$ cat src/rtl/rf_writeback_ctrl_pkg.sv
// ---------------------------------------------------------------------------
// rf_pkg
// Shared definitions for the register-file writeback controller.
//   RF_WIDTH / RF_DEPTH : default data width and register count
//   RF_AW               : register address width derived from RF_DEPTH
//   src_e               : result source identifier (ALU = SRC_A, LSU = SRC_B)
// ---------------------------------------------------------------------------
package rf_pkg;

  localparam int RF_WIDTH = 32;
  localparam int RF_DEPTH = 32;
  localparam int RF_AW    = $clog2(RF_DEPTH);

  typedef enum logic {
    SRC_A = 1'b0,
    SRC_B = 1'b1
  } src_e;

endpackage

$ cat src/rtl/rf_writeback_ctrl_rr_arb2.sv
// ---------------------------------------------------------------------------
// rr_arb2
// Two-requester round-robin arbiter. When both requesters are active, the
// one that was not granted last time wins. The remembered winner (rr_last)
// only moves when a grant is actually issued.
// Ports:
//   clk, rst      clock, synchronous active-high reset (rr_last -> SRC_A)
//   req[1:0]      bit 0 = source A, bit 1 = source B
//   gnt[1:0]      one-hot grant, combinational from req and rr_last
//   rr_last       current arbiter state (last granted source)
// ---------------------------------------------------------------------------
module rr_arb2
  import rf_pkg::*;
(
  input  logic       clk,
  input  logic       rst,
  input  logic [1:0] req,
  output logic [1:0] gnt,
  output src_e       rr_last
);

  src_e rr_last_nxt;

  always_ff @(posedge clk) begin
    if (rst) begin
      rr_last <= SRC_A;
    end else begin
      rr_last <= rr_last_nxt;
    end
  end

  always_comb begin
    gnt         = 2'b00;
    rr_last_nxt = rr_last;
    if (req == 2'b11) begin
      gnt = (rr_last == SRC_A) ? 2'b10 : 2'b01;
    end else begin
      gnt = req;
    end
    if (gnt[0]) begin
      rr_last_nxt = SRC_A;
    end else if (gnt[1]) begin
      rr_last_nxt = SRC_B;
    end
  end

endmodule

$ cat src/rtl/rf_writeback_ctrl.sv
// ---------------------------------------------------------------------------
// rf_writeback_ctrl
// Write-side owner of the register file. Arbitrates ALU (A) and LSU (B)
// results onto the single RF write port, keeps a one-bit-per-register
// pending-write scoreboard, stalls issue on WAW and reports operand busy
// status to decode.
//
// Handshake: a transfer happens on a cycle where valid & ready are both 1.
// ready is combinational and never asserted without its valid; at most one
// of a_ready / b_ready is high in any cycle.
//
// Ports:
//   clk, rst                 clock, synchronous active-high reset
//   iss_valid/iss_rd/iss_ready  issue port (iss_ready=0 is a WAW stall)
//   a_valid/a_ready/a_rd/a_data ALU result handshake
//   b_valid/b_ready/b_rd/b_data LSU result handshake
//   wr_addr0/wr_din0/we0     registered RF write port
//   q_addr0/1, q_busy0/1     operand busy queries (combinational)
//   err_unexp                sticky: result accepted for a non-pending rd
//
// Build option RF_WB_BYPASS_EN: adds byp_data0/1. A query matching the
// register being written this cycle reports not-busy and returns the
// in-flight data, one cycle ahead of the RF commit.
// ---------------------------------------------------------------------------
module rf_writeback_ctrl
  import rf_pkg::*;
#(
  parameter int WIDTH = RF_WIDTH,
  parameter int DEPTH = RF_DEPTH,
  parameter int AW    = $clog2(DEPTH)
) (
  input  logic             clk,
  input  logic             rst,
  input  logic             iss_valid,
  input  logic [AW-1:0]    iss_rd,
  output logic             iss_ready,
  input  logic             a_valid,
  output logic             a_ready,
  input  logic [AW-1:0]    a_rd,
  input  logic [WIDTH-1:0] a_data,
  input  logic             b_valid,
  output logic             b_ready,
  input  logic [AW-1:0]    b_rd,
  input  logic [WIDTH-1:0] b_data,
  output logic [AW-1:0]    wr_addr0,
  output logic [WIDTH-1:0] wr_din0,
  output logic             we0,
  input  logic [AW-1:0]    q_addr0,
  input  logic [AW-1:0]    q_addr1,
  output logic             q_busy0,
  output logic             q_busy1,
  output logic             err_unexp
`ifdef RF_WB_BYPASS_EN
  ,
  output logic [WIDTH-1:0] byp_data0,
  output logic [WIDTH-1:0] byp_data1
`endif
);

  logic [DEPTH-1:0] pending;
  logic [DEPTH-1:0] pending_nxt;
  logic [1:0]       gnt;
  src_e             rr_last;
  logic             acc;
  logic [AW-1:0]    acc_rd;
  logic [WIDTH-1:0] acc_data;
  logic             iss_fire;

  rr_arb2 u_arb (
    .clk     (clk),
    .rst     (rst),
    .req     ({b_valid, a_valid}),
    .gnt     (gnt),
    .rr_last (rr_last)
  );

  assign a_ready  = gnt[0];
  assign b_ready  = gnt[1];
  assign acc      = |gnt;
  assign acc_rd   = gnt[1] ? b_rd   : a_rd;
  assign acc_data = gnt[1] ? b_data : a_data;

  // x0 never stalls; any other rd stalls while a write to it is outstanding.
  assign iss_ready = (iss_rd == '0) | ~pending[iss_rd];
  assign iss_fire  = iss_valid & iss_ready;

  // Clear follows the registered write (commit edge); set follows issue.
  // Both target distinct registers because issue stalls while pending.
  always_comb begin
    pending_nxt = pending;
    if (we0) begin
      pending_nxt[wr_addr0] = 1'b0;
    end
    if (iss_fire && (iss_rd != '0)) begin
      pending_nxt[iss_rd] = 1'b1;
    end
  end

  always_ff @(posedge clk) begin
    if (rst) begin
      pending   <= '0;
      we0       <= 1'b0;
      wr_addr0  <= '0;
      wr_din0   <= '0;
      err_unexp <= 1'b0;
    end else begin
      pending <= pending_nxt;
      if (acc) begin
        wr_addr0 <= acc_rd;
        wr_din0  <= acc_data;
        // Results for x0 are consumed but never written.
        we0      <= (acc_rd != '0);
        if ((acc_rd != '0) && !pending[acc_rd]) begin
          err_unexp <= 1'b1;
        end
      end else begin
        we0 <= 1'b0;
      end
    end
  end

`ifdef RF_WB_BYPASS_EN
  logic hit0;
  logic hit1;

  always_comb begin
    hit0      = we0 & (wr_addr0 == q_addr0) & (q_addr0 != '0);
    hit1      = we0 & (wr_addr1_unused_guard(q_addr1)) & (q_addr1 != '0);
    byp_data0 = hit0 ? wr_din0 : '0;
    byp_data1 = hit1 ? wr_din0 : '0;
    q_busy0   = (q_addr0 != '0) & pending[q_addr0] & ~hit0;
    q_busy1   = (q_addr1 != '0) & pending[q_addr1] & ~hit1;
  end

  function automatic logic wr_addr1_unused_guard(input logic [AW-1:0] q);
    return (wr_addr0 == q);
  endfunction
`else
  always_comb begin
    q_busy0 = (q_addr0 != '0) & pending[q_addr0];
    q_busy1 = (q_addr1 != '0) & pending[q_addr1];
  end
`endif

endmodule

$ cat config.mk
export PLATFORM = sky130hd
export DESIGN_NAME = rf_writeback_ctrl
export DESIGN_NICKNAME = d
export VERILOG_FILES = /design/src/rtl/rf_writeback_ctrl_pkg.sv /design/src/rtl/rf_writeback_ctrl_rr_arb2.sv /design/src/rtl/rf_writeback_ctrl.sv
export SDC_FILE = /design/constraint.sdc
export NUM_CORES = 1
export LEC_CHECK = 0
export CAP_MARGIN = 0
export CORE_ASPECT_RATIO = 1.5
export CORE_MARGIN = 3
export CORE_UTILIZATION = 30
export DETAILED_ROUTE_END_ITERATION = 8
export PLACE_DENSITY = 0.58
export SYNTH_ARGS = -nofsm -noshare
export SYNTH_HDL_FRONTEND = slang
export SYNTH_SLANG_ARGS = --single-unit
$ cat constraint.sdc
create_clock -name clk -period 6.1 [get_ports clk]
set_input_delay 1.22 -clock clk [delete_from_list [all_inputs] [get_ports clk]]
set_output_delay 1.22 -clock clk [all_outputs]
set_load 0.05 [all_outputs]
* Word level (Yosys, flattened, before mapping)
Cells that the tools add are included.
** Cells by class
- Add/sub/neg operators :: 0
- Multipliers :: 0
- Divide/modulo/power cells :: 0
- $lt $le $gt $ge :: 7
- Equality and inequality tests :: 1
- Shift operators :: 0
- Mux-type cells :: 18
- Bitwise gates (word level) :: 9
- Reduce and logical (&&, ||, !) cells :: 14
** Operators by type and width (count)
- $mux 32 :: 3
- $and 32x32->32 :: 1
- $not 32->32 :: 1
- $or 32x32->32 :: 1
- $lt 5x6->1 const B :: 5
- $bmux 1 s5 :: 4
- $reduce_bool 5->1 :: 4
- $demux 1 s5 :: 2
- $ge 5x1->1 const B :: 2
- $mux 1 :: 6
- $reduce_or 2->1 :: 3
- $logic_not 5->1 :: 1
- $mux 5 :: 1
- $logic_and 1x1->1 :: 4
- $mux 2 :: 2
- $and 1x1->1 :: 3
- $eq 2x2->1 const B :: 1
- $not 1->1 :: 2
- $reduce_and 2->1 :: 1
- $logic_not 1->1 :: 1
- $or 1x1->1 :: 1
** Storage, ports and cells
- Bits in registers :: 72
- Bits in latches :: 0
- RAM bits :: 0
- Memory bits (read-only) :: 0
- Input port bits :: 94
- Memories :: 0

* Logic depth before layout (Yosys ltp)
Gate-level depths: netlist of the first run.
- Depth after elaboration :: 9
- Depth in mapped cells :: 11
- Gate-level depth less buffers :: 9

* Hierarchy
Synthesis of the first run repeated with hierarchy kept, for this count alone.
** Unflattened totals
- Cell total of the unflattened synthesis :: 486
- Area, all modules :: 4423.0 sq um
** By module, submodules not included
- rf_writeback_ctrl :: instances 1, cells each 480, area each 4372.9 sq um
- rr_arb2 :: instances 1, cells each 6, area each 50.0 sq um

* Worst setup path before layout of the first run
No wires, ideal clock.
- Kind :: input port to output port
- From :: input port q_addr1[0]
- To :: output port q_busy1
- Arrival time :: 3.039 ns
- Path slack :: 1.841 ns
- Stages :: 4
- Cell sequence :: clkbuf_1 > mux4_2 > mux4_2 > mux2_2
** On the way
- Cells in the longest elaborated chain, start to end :: 3
** Ends and longest elaborated chain
- start: declaration :: line rf_writeback_ctrl.sv:49 : input logic [AW-1:0] q_addr1,
- $bmux 1 s5 :: line rf_writeback_ctrl.sv:141 : q_busy1 = (q_addr1 != '0) & pending[q_addr1];
- $mux 1 (implied by the code) :: line rf_writeback_ctrl.sv:141
- $and 1x1->1 * :: line rf_writeback_ctrl.sv:141
- end: declaration :: line rf_writeback_ctrl.sv:51 : output logic q_busy1,
Every way passes the cells marked *; elsewhere a longest branch is shown, timed or not. The select of a mux whose other input is x is not followed.

* Final worst setup path of the first run
- From :: input port iss_rd[0]
- To :: output port iss_ready
** On the way
- Cells in the longest elaborated chain, start to end :: 4
** Ends and longest elaborated chain
- start: declaration :: line rf_writeback_ctrl.sv:35 : input logic [AW-1:0] iss_rd,
- $bmux 1 s5 :: line rf_writeback_ctrl.sv:84 : assign iss_ready = (iss_rd == '0) | ~pending[iss_rd];
- $mux 1 (implied by the code) :: line rf_writeback_ctrl.sv:84
- $not 1->1 :: line rf_writeback_ctrl.sv:84
- $or 1x1->1 * :: line rf_writeback_ctrl.sv:84
- end: declaration :: line rf_writeback_ctrl.sv:36 : output logic iss_ready,
Marked as above.

==> results.sh, run 1 <==
export IMPL_status="complete, no violations"
export IMPL_cp_end_kind="output port"
export IMPL_antenna_found_initial=0
export IMPL_wl_per_cell_um=19.8
export IMPL_grt_overflow=0
export IMPL_fmax_ghz=0.183
export IMPL_pre_cts_slack_ns=0.666
export IMPL_ir_worst_vdd_uv=109
export IMPL_critPathMaxStageDelay_ns=0.91
export IMPL_crit_chain="clkdlybuf4s50_1 -> mux4_1 -> a22oi_1 -> and4_4 -> a31o_2 -> clkdlybuf4s50_1"
export IMPL_drv_slew=0
export IMPL_synth_top_area_share_pct=31.0
export IMPL_hold_buffers=0
export IMPL_hold_path_class="reg -> reg"
export IMPL_setup_viol=0
export IMPL_synthToLayoutAreaGrowth_pct=38.4
export IMPL_n_antenna_cell=0
export IMPL_holdWs_ns=0.491
export IMPL_grt_pass1_vias=4735
export IMPL_cts_resized=0
export IMPL_yosysTopAreaCell="dfxtp_1"
export IMPL_synth_compound_area_share_pct=12.5
export IMPL_grt_total_usage_pct=19.5
export IMPL_synth_area_leaders="dfxtp_1 (31%), mux2_2 (8.9%), mux4_2 (8.7%), nor2_1 (6.0%), nor3b_1 (6.0%)"
export IMPL_synth_edf_count=0
export IMPL_tightest_slew_ns=0.931
export IMPL_rsz0062_at_grt="false"
export IMPL_swShare_pct=30.0
export IMPL_final_util_pct=42.6
export IMPL_placed_cells=830
export IMPL_internal_power_w=0.00103
export IMPL_slowest_stage="clkdlybuf4s50_1"
export IMPL_ys_ff_latch=72
export IMPL_crit_required_ns=4.88
export IMPL_cts_root_buf="clkbuf_16"
export IMPL_cp_max_fo=11
export IMPL_clockBufferDepth=2
export IMPL_dieArea_mm2=0.0171
export IMPL_synthXorXnorAreaFrac_pct=0
export IMPL_fin_crit_ns=5.48
export IMPL_die_w_um=108
export IMPL_finalClockSkew_ns=0.00859
export IMPL_cts_sinks=72
export IMPL_fin_crit_sh_pct=89.8
export IMPL_hold_violations=0
export IMPL_synthMuxAreaShare_pct=25.0
export IMPL_clkPwrFrac_pct=39.1
export IMPL_ys_seq_area_share_pct=31.0
export IMPL_drt_wl_total_mm=16.8
export IMPL_crit_path_start_kind="input port"
export IMPL_post_cts_buffers=0
export IMPL_start_util_pct=30.8
export IMPL_layout_cells_non_filler=845
export IMPL_fin_ws_ns=0.622
export IMPL_nNetsFinal=736
export IMPL_core_mm2=0.0151
export IMPL_ys_warn_count=0
export IMPL_relSlewSlack_pct=36.1
export IMPL_avgSynthCellArea_um2=8.80
export IMPL_synth_simple_area_share_pct=26.8
export IMPL_finalSetupTns_ns=0
export IMPL_path_class="in -> out"
export IMPL_die_h_um=159
export IMPL_p_switching_w=0.000439
export IMPL_cp_buffers_inverters=2
export IMPL_ys_types=46
export IMPL_io_buffers=137
export IMPL_clk_pin_slew_ns=0.05
export IMPL_synth_nets=623
export IMPL_antenna_left=0
export IMPL_clock_latency_ns=0.33
export IMPL_numCtsBuffers=9
export IMPL_via_count=4669
export IMPL_grt_max_degree=73
export IMPL_synth_top_family_by_area="simple AND/OR/NAND/NOR gates"
export IMPL_drcViolationCount=0
export IMPL_syn_area_mm2=0.00466
export IMPL_worstPathArrival_ns=4.26
export IMPL_powerDensity_mw_per_mm2=227
export IMPL_crit_path_frequent_cell="clkdlybuf4s50_1"
export IMPL_drive_above_1_share_pct=14.9
export IMPL_netlist_instances=529
export IMPL_drtIter0Drc=224
export IMPL_ys_flop_type="dfxtp_1"
export IMPL_cts_tree="done"
export IMPL_rows=55
export IMPL_dp_hpwl_mm=12.4
export IMPL_leakagePower_nw=2.29
export IMPL_critical_path_top_delay_family="buffers and inverters"
export IMPL_dr_pass1_iters=6
export IMPL_async_flop_share_pct=0
export IMPL_p_seq_share_pct=35.5
export IMPL_comb_power_share_pct=25.4
export IMPL_htreeDepth=3
export IMPL_finalWeightedCongestion=0.969
export IMPL_grt_pass1_wl_mm=25.8
export IMPL_cap_violations=0
export IMPL_ioPinCount=138
export IMPL_synthAdderAreaFrac_pct=0
export IMPL_vias_per_cell=5.53
==> metrics by stage <==
step                      power, W  area, um2
after CTS                  0.00148       6440
after detailed placement  0.000904       6120
after global placement    0.000897       6120
final                      0.00146       6440
after floorplan           0.000750       4660
after global routing       0.00153       6440
==> sequential cells by signal, summed over array words and instances, names as in the netlist <==
signal,flops
err_unexp,1
pending,32
u_arb.rr_last,1
we0,1
wr_addr0,5
wr_din0,32
==> layout by cell type, fill, tap and decap left out, drive strengths merged, types with 4 or more instances in the layout <==
cell and n:
a211oi 7, a21oi 40, a221oi 4, a22oi 6, buf 9, clkbuf 10
clkdlybuf4s50 134, dfxtp 72, inv 8, mux2 37, mux2i 13, mux4 26
nand2 47, nand2b 7, nand3b 5, nor2 75, nor3 9, nor3b 37
nor4 34, o21ai 37
==> tightest hold or removal path: cells and delay by family, from the launching register on <==
kind               cells  cell delay, ns
DFF                    1            0.31
AOI/OAI and AO/OA      1            0.08
and+or+nand+nor        1            0.06
==> metal layers <==
layer	global-route usage [%]	vias up	share of wire, %
li1	-	2191	-
met1	20.7	2195	36
met2	35.4	233	52
met3	4.83	50	7.5
met4	9.99	0	4.2
met5	0	-	0
==> cells in the mapped netlist, types with 2 or more instances <==
library cell  instances
o21ai_0              37
nand2_1              45
or3b_2                3
mux2_2               37
mux2i_1              13
nor3_1                5
nor2_1               75
dfxtp_1              72
nor3b_1              37
nand2b_1              7
a211oi_1              7
a221oi_1              4
mux4_1                8
nand3_1               3
a22oi_1               6
nor4_1               34
a21oi_1              40
clkbuf_1             24
inv_1                 7
nand3b_1              5
mux4_2               18
or3_1                 3
buf_4                 2
buf_1                 9
nor3_4                4
and3b_2               2
buf_2                 3
==> path summary, 6_finish.rpt <==
kind	startpoint	end	slack, ns	cells after the start
setup / recovery	iss_rd[0]	iss_ready	0.62	6
setup reg to reg	u_arb.rr_last$_SDFFE_PP0N_	err_unexp$_SDFFE_PP0P_	3.32	9
hold reg to reg	wr_din0[30]$_SDFFE_PP0P_	wr_din0[30]$_SDFFE_PP0P_	0.49	2
hold / removal	wr_din0[30]$_SDFFE_PP0P_	wr_din0[30]$_SDFFE_PP0P_	0.49	2
==> cells by family (layout without fill, tap and decap cells) <==
logic type,after synthesis,count (layout)
simple gates,230,230
compound gates,102,102
mux,76,76
flops,72,72
buf+inv,49,166
==> final cells by class <==
class	count	area, um2
fill	1506	8700
inverter	8	30.0
clock inverter	5	81.3
tap	199	249
timing repair buffer	143	1400
clock buffer	10	239
multi-input combinational	408	3000
sequential	72	1440
==> power by group through the flow <==
stage / Clock [W] / Combinational, W / Sequential (W)
finish: 0.000572 / 0.000372 / 0.000521
global placement: 0 / 0.000367 / 0.000530
floorplan: 0 / 0.000154 / 0.000596
global route: 0.000606 / 0.000397 / 0.000523
CTS: 0.000589 / 0.000374 / 0.000521
detailed placement: 0 / 0.000373 / 0.000531
Power figures use the tool's default switching activity.
==> inputs of run 2 (changes only) <==
CORE_UTILIZATION = 48   (was 30)
PLACE_DENSITY = 0.84   (was 0.58)
clock period = 5.2 ns   (was 6.1 ns; I/O delays follow)
==> run 2 against run 1 <==
- core utilization grew 25 points
- critical path depth decreased by 1
- hold slack got worse by 0.0040 ns
- setup slack worse by 0.32 ns
- routed wire length down 5.8%
- design area down 1.4%
- register-to-register slack worse by 1.0 ns
- flip-flop and latch count unchanged
- sequential share of layout area rose by 0.32 points
- sequential power grew 17%
- combinational power up 18%
- total power grew 18%
- critical endpoint is now q_busy1
- largest cell class unchanged
==> results.sh, run 2 (synthesis results as in run 1) <==
export IMPL_tightest_slew_ns=1.06
export IMPL_via_count=4849
export IMPL_rsz0062_at_grt="false"
export IMPL_start_util_pct=49.7
export IMPL_grt_pass1_vias=4896
export IMPL_worstPathArrival_ns=3.86
export IMPL_hold_violations=0
export IMPL_dr_pass1_iters=7
export IMPL_io_buffers=137
export IMPL_reg_top3="pending: 32 flops, wr_din0: 32 flops, wr_addr0: 5 flops"
export IMPL_grt_max_degree=66
export IMPL_crit_path_start_kind="input port"
export IMPL_cap_violations=0
export IMPL_cp_max_fo=9
export IMPL_synthToLayoutAreaGrowth_pct=36.5
export IMPL_fin_crit_sh_pct=94.2
export IMPL_grtUsageMet2_pct=50.4
export IMPL_fin_crit_ns=4.90
export IMPL_drt_wl_total_mm=15.8
export IMPL_powerDensity_mw_per_mm2=272
export IMPL_cp_end_kind="output port"
export IMPL_grt_busiest_layer="met2"
export IMPL_use_met3_pct=9.23
export IMPL_final_cell_mix="clkdlybuf4s50_1 (133), nor2_1 (75), dfxtp_1 (72), nand2_1 (45), a21oi_1 (40)"
export IMPL_fin_ws_ns=0.300
export IMPL_path_class="in -> out"
export IMPL_met1_usage_pct=30.4
export IMPL_grt_pass1_wl_mm=25.1
export IMPL_dieArea_mm2=0.0109
export IMPL_cts_sinks=72
export IMPL_rows=43
export IMPL_grt_total_usage_pct=29.2
export IMPL_setup_viol=0
export IMPL_dp_hpwl_mm=11.4
export IMPL_wl_per_cell_um=20.8
export IMPL_finalWeightedCongestion=1.02
export IMPL_drive_above_1_share_pct=15.1
export IMPL_cts_resized=0
export IMPL_nNetsFinal=736
export IMPL_pre_cts_slack_ns=0.284
export IMPL_die_h_um=127
export IMPL_clockBufferDepth=2
export IMPL_grt_overflow=0
export IMPL_fmax_ghz=0.204
export IMPL_antenna_left=0
export IMPL_status="complete, no violations"
export IMPL_post_cts_buffers=0
export IMPL_leakagePower_nw=2.30
export IMPL_ir_worst_vdd_uv=259
export IMPL_finalClockSkew_ns=0.00958
export IMPL_antenna_found_initial=0
export IMPL_drv_slew=0
export IMPL_n_antenna_cell=0
export IMPL_core_mm2=0.00936
export IMPL_finalSetupTns_ns=0
export IMPL_drcViolationCount=0
export IMPL_clk_pin_slew_ns=0.06
export IMPL_vias_per_cell=6.39
export IMPL_cts_root_buf="clkbuf_16"
export IMPL_crit_required_ns=4.16
export IMPL_hold_buffers=0
export IMPL_clock_latency_ns=0.34
export IMPL_cts_tree="done"
export IMPL_drtIter0Drc=502
export IMPL_htreeDepth=3
export IMPL_ioPinCount=138
export IMPL_relSlewSlack_pct=29.3
export IMPL_layout_commonest_cell="clkdlybuf4s50_1"
export IMPL_power_total_w=0.00173
export IMPL_numCtsBuffers=9
export IMPL_die_w_um=86.4
export IMPL_hold_path_class="reg -> reg"
run 2: cell count changes in the layout (fill, tap and decap cells not counted), sizes merged:
| cell | change |
|---|---|
| inv | +1 |
| buf | +1 |
| clkdlybuf4s50 | -1 |
run 2: power breakdown:
group          switching (W)  internal, W  total (W)
Clock               0.000247     0.000435   0.000682
Combinational       0.000246     0.000192   0.000438
Sequential         0.0000284     0.000582   0.000610
run 2: worst paths after layout:
check        depth (start not counted)                       end                       start  slack [ns]
max                                  5                   q_busy1                  q_addr1[0]        0.30
min                                  2  wr_din0[30]$_SDFFE_PP0P_    wr_din0[30]$_SDFFE_PP0P_        0.49
min reg2reg                          2  wr_din0[30]$_SDFFE_PP0P_    wr_din0[30]$_SDFFE_PP0P_        0.49
max reg2reg                          9    err_unexp$_SDFFE_PP0P_  u_arb.rr_last$_SDFFE_PP0N_        2.28
run 2: cell type report:
| cell class | instances | area, um2 |
|---|---|---|
| fillers | 772 | 3010 |
| flip-flops and latches | 72 | 1440 |
| multi-input cells | 408 | 3000 |
| inverters | 8 | 30.0 |
| repair buffers | 143 | 1410 |
| clock buffers | 10 | 239 |
| clock inverters | 6 | 90.1 |
| well taps | 112 | 140 |
run 2: metrics by stage:
stage                     hold WS [ns]  cell area [um2]  utilization, %  std cells
after floorplan                  0.465             4660               -        529
after CTS                        0.490             6350            67.9        759
final                            0.487             6350            67.9        759
after global placement           0.471             6020            64.4        743
after detailed placement         0.476             6020            64.4        743
after global routing             0.507             6350            67.9        759
run 2: layer usage:
layer / up-vias / part of all wire, %
li1: 2189 / -
met1: 2248 / 34
met2: 313 / 50
met3: 99 / 9.4
met4: 0 / 6.3
met5: - / 0
run 2: worst max-delay path: stages:
cell and delay, ns:
clkdlybuf4s50_1 0.79, mux4_2 0.57, mux4_2 0.48, mux2_2 0.27, clkdlybuf4s50_1 0.70
==> inputs of run 3 (changes only) <==
CORE_UTILIZATION = 35   (was 48)
PLACE_DENSITY = 0.61   (was 0.84)
==> run 3 against run 2 <==
- clock skew fell by 0.00082 ns
- critical endpoint unchanged
- sequential share of layout area is 0.17 points lower
- flip-flop and latch count stayed put
- non-clock buffer count increased by 2
- highest routed layer unchanged
- total power down 2.9%
==> results.sh, run 3 (synthesis results as in run 1) <==
export IMPL_critPathMaxStageDelay_ns=0.80
export IMPL_crit_required_ns=4.16
export IMPL_dr_pass1_iters=4
export IMPL_path_class="in -> out"
export IMPL_core_mm2=0.0130
export IMPL_fin_crit_ns=4.91
export IMPL_grt_pass1_vias=4826
export IMPL_antenna_left=0
export IMPL_hold_violations=0
export IMPL_cts_root_buf="clkbuf_16"
export IMPL_clockBufferDepth=2
export IMPL_placed_cells=792
export IMPL_cap_violations=0
export IMPL_drtIter0Drc=186
export IMPL_crit_path_start_kind="input port"
export IMPL_cts_tree="done"
export IMPL_hold_buffers=0
export IMPL_die_h_um=147
export IMPL_die_w_um=100
export IMPL_start_util_pct=35.8
export IMPL_cp_end_kind="output port"
export IMPL_reg_top3="pending: 32 flops, wr_din0: 32 flops, wr_addr0: 5 flops"
export IMPL_timing_hold_worst_path_depth=2
export IMPL_layout_cells_non_filler=808
export IMPL_drcViolationCount=0
export IMPL_fmax_ghz=0.203
export IMPL_wl_per_cell_um=20.4
export IMPL_finalClockSkew_ns=0.00876
export IMPL_hold_path_class="reg -> reg"
export IMPL_pre_cts_slack_ns=0.253
export IMPL_cts_resized=0
export IMPL_cts_sinks=72
export IMPL_worstPathArrival_ns=3.87
export IMPL_fin_ws_ns=0.285
export IMPL_io_buffers=137
export IMPL_finalWeightedCongestion=1.03
export IMPL_final_area_mm2=0.00640
export IMPL_post_cts_buffers=0
export IMPL_final_cell_mix="clkdlybuf4s50_1 (133), nor2_1 (75), dfxtp_1 (72), nand2_1 (45), a21oi_1 (40)"
export IMPL_layout_commonest_cell="clkdlybuf4s50_1"
export IMPL_setup_viol=0
export IMPL_numCtsBuffers=9
export IMPL_grt_total_usage_pct=22.2
export IMPL_htreeDepth=3
export IMPL_drt_wl_total_mm=16.5
export IMPL_detailed_place_area_mm2=0.00610
export IMPL_antenna_found_initial=0
export IMPL_vias_per_cell=5.82
export IMPL_n_antenna_cell=0
export IMPL_clk_pin_slew_ns=0.06
export IMPL_ff2ff_path_depth=11
export IMPL_synthToLayoutAreaGrowth_pct=37.5
export IMPL_crit_chain="clkdlybuf4s50_1 -> mux4_2 -> mux4_2 -> mux2_2 -> clkdlybuf4s50_1"
export IMPL_dieArea_mm2=0.0148
export IMPL_cp_max_fo=9
export IMPL_relSlewSlack_pct=30.2
export IMPL_grt_pass1_wl_mm=25.7
export IMPL_ir_worst_vdd_uv=151
export IMPL_ioPinCount=138
export IMPL_finalSetupTns_ns=0
export IMPL_rows=51
export IMPL_slowest_stage="clkdlybuf4s50_1"
export IMPL_nNetsFinal=738
export IMPL_via_count=4705
export IMPL_drive_above_1_share_pct=15.4
export IMPL_status="complete, no violations"
export IMPL_clock_latency_ns=0.33
export IMPL_grt_max_degree=66
export IMPL_powerDensity_mw_per_mm2=263
export IMPL_tightest_slew_ns=1.03
export IMPL_rsz0062_at_grt="false"
export IMPL_fin_crit_sh_pct=94.5
export IMPL_drv_slew=0
export IMPL_leakagePower_nw=2.30
export IMPL_final_util_pct=49.2
export IMPL_dp_hpwl_mm=12.1
export IMPL_grt_overflow=0
-- run 3: cell types whose count changed in the layout (fill, tap and decap cells not counted), sizes merged --
| cell | delta |
|---|---|
| clkinv | +2 |
| inv | +1 |
| clkbuf | -1 |
| clkinvlp | -1 |
| bufinv | -1 |
| buf | +2 |
-- run 3: power by group --
group	switching, W	internal, W
combinational	0.000245	0.000194
clock	0.000256	0.000377
sequential	0.0000275	0.000582
-- run 3: worst paths after layout --
kind	startpoint	slack (ns)	to
setup / recovery	q_addr1[0]	0.29	q_busy1
hold / removal	wr_din0[30]$_SDFFE_PP0P_	0.50	wr_din0[30]$_SDFFE_PP0P_
setup reg to reg	u_arb.rr_last$_SDFFE_PP0N_	2.06	err_unexp$_SDFFE_PP0P_
hold reg to reg	wr_din0[30]$_SDFFE_PP0P_	0.50	wr_din0[30]$_SDFFE_PP0P_
-- run 3: area by class of cell --
type / count / area (um2)
sequential: 72 / 1440
timing repair buffer: 145 / 1430
inverter: 8 / 30.0
clock buffer: 9 / 225
multi-input combinational: 408 / 3000
clock inverter: 7 / 78.8
fill: 1301 / 6620
tap: 159 / 199
-- run 3: layer usage --
layer | GRT usage (%) | routed length [um]
met5 | 0 | 0
met1 | 23.9 | 5920
met4 | 10.9 | 829
met2 | 40.0 | 8630
met3 | 4.89 | 1140
-- run 3: critical path, delay by kind of cell --
kind     cells  cell delay [ns]
buf+inv      2             1.51
mux          3             1.31
-- run 3: stage by stage --
| stage | power (W) | hold WS [ns] |
|---|---|---|
| finish | 0.00168 | 0.499 |
| global route | 0.00175 | 0.540 |
| CTS | 0.00170 | 0.506 |
| detailed placement | 0.00106 | 0.498 |
| global placement | 0.00105 | 0.468 |
| floorplan | 0.000880 | 0.465 |
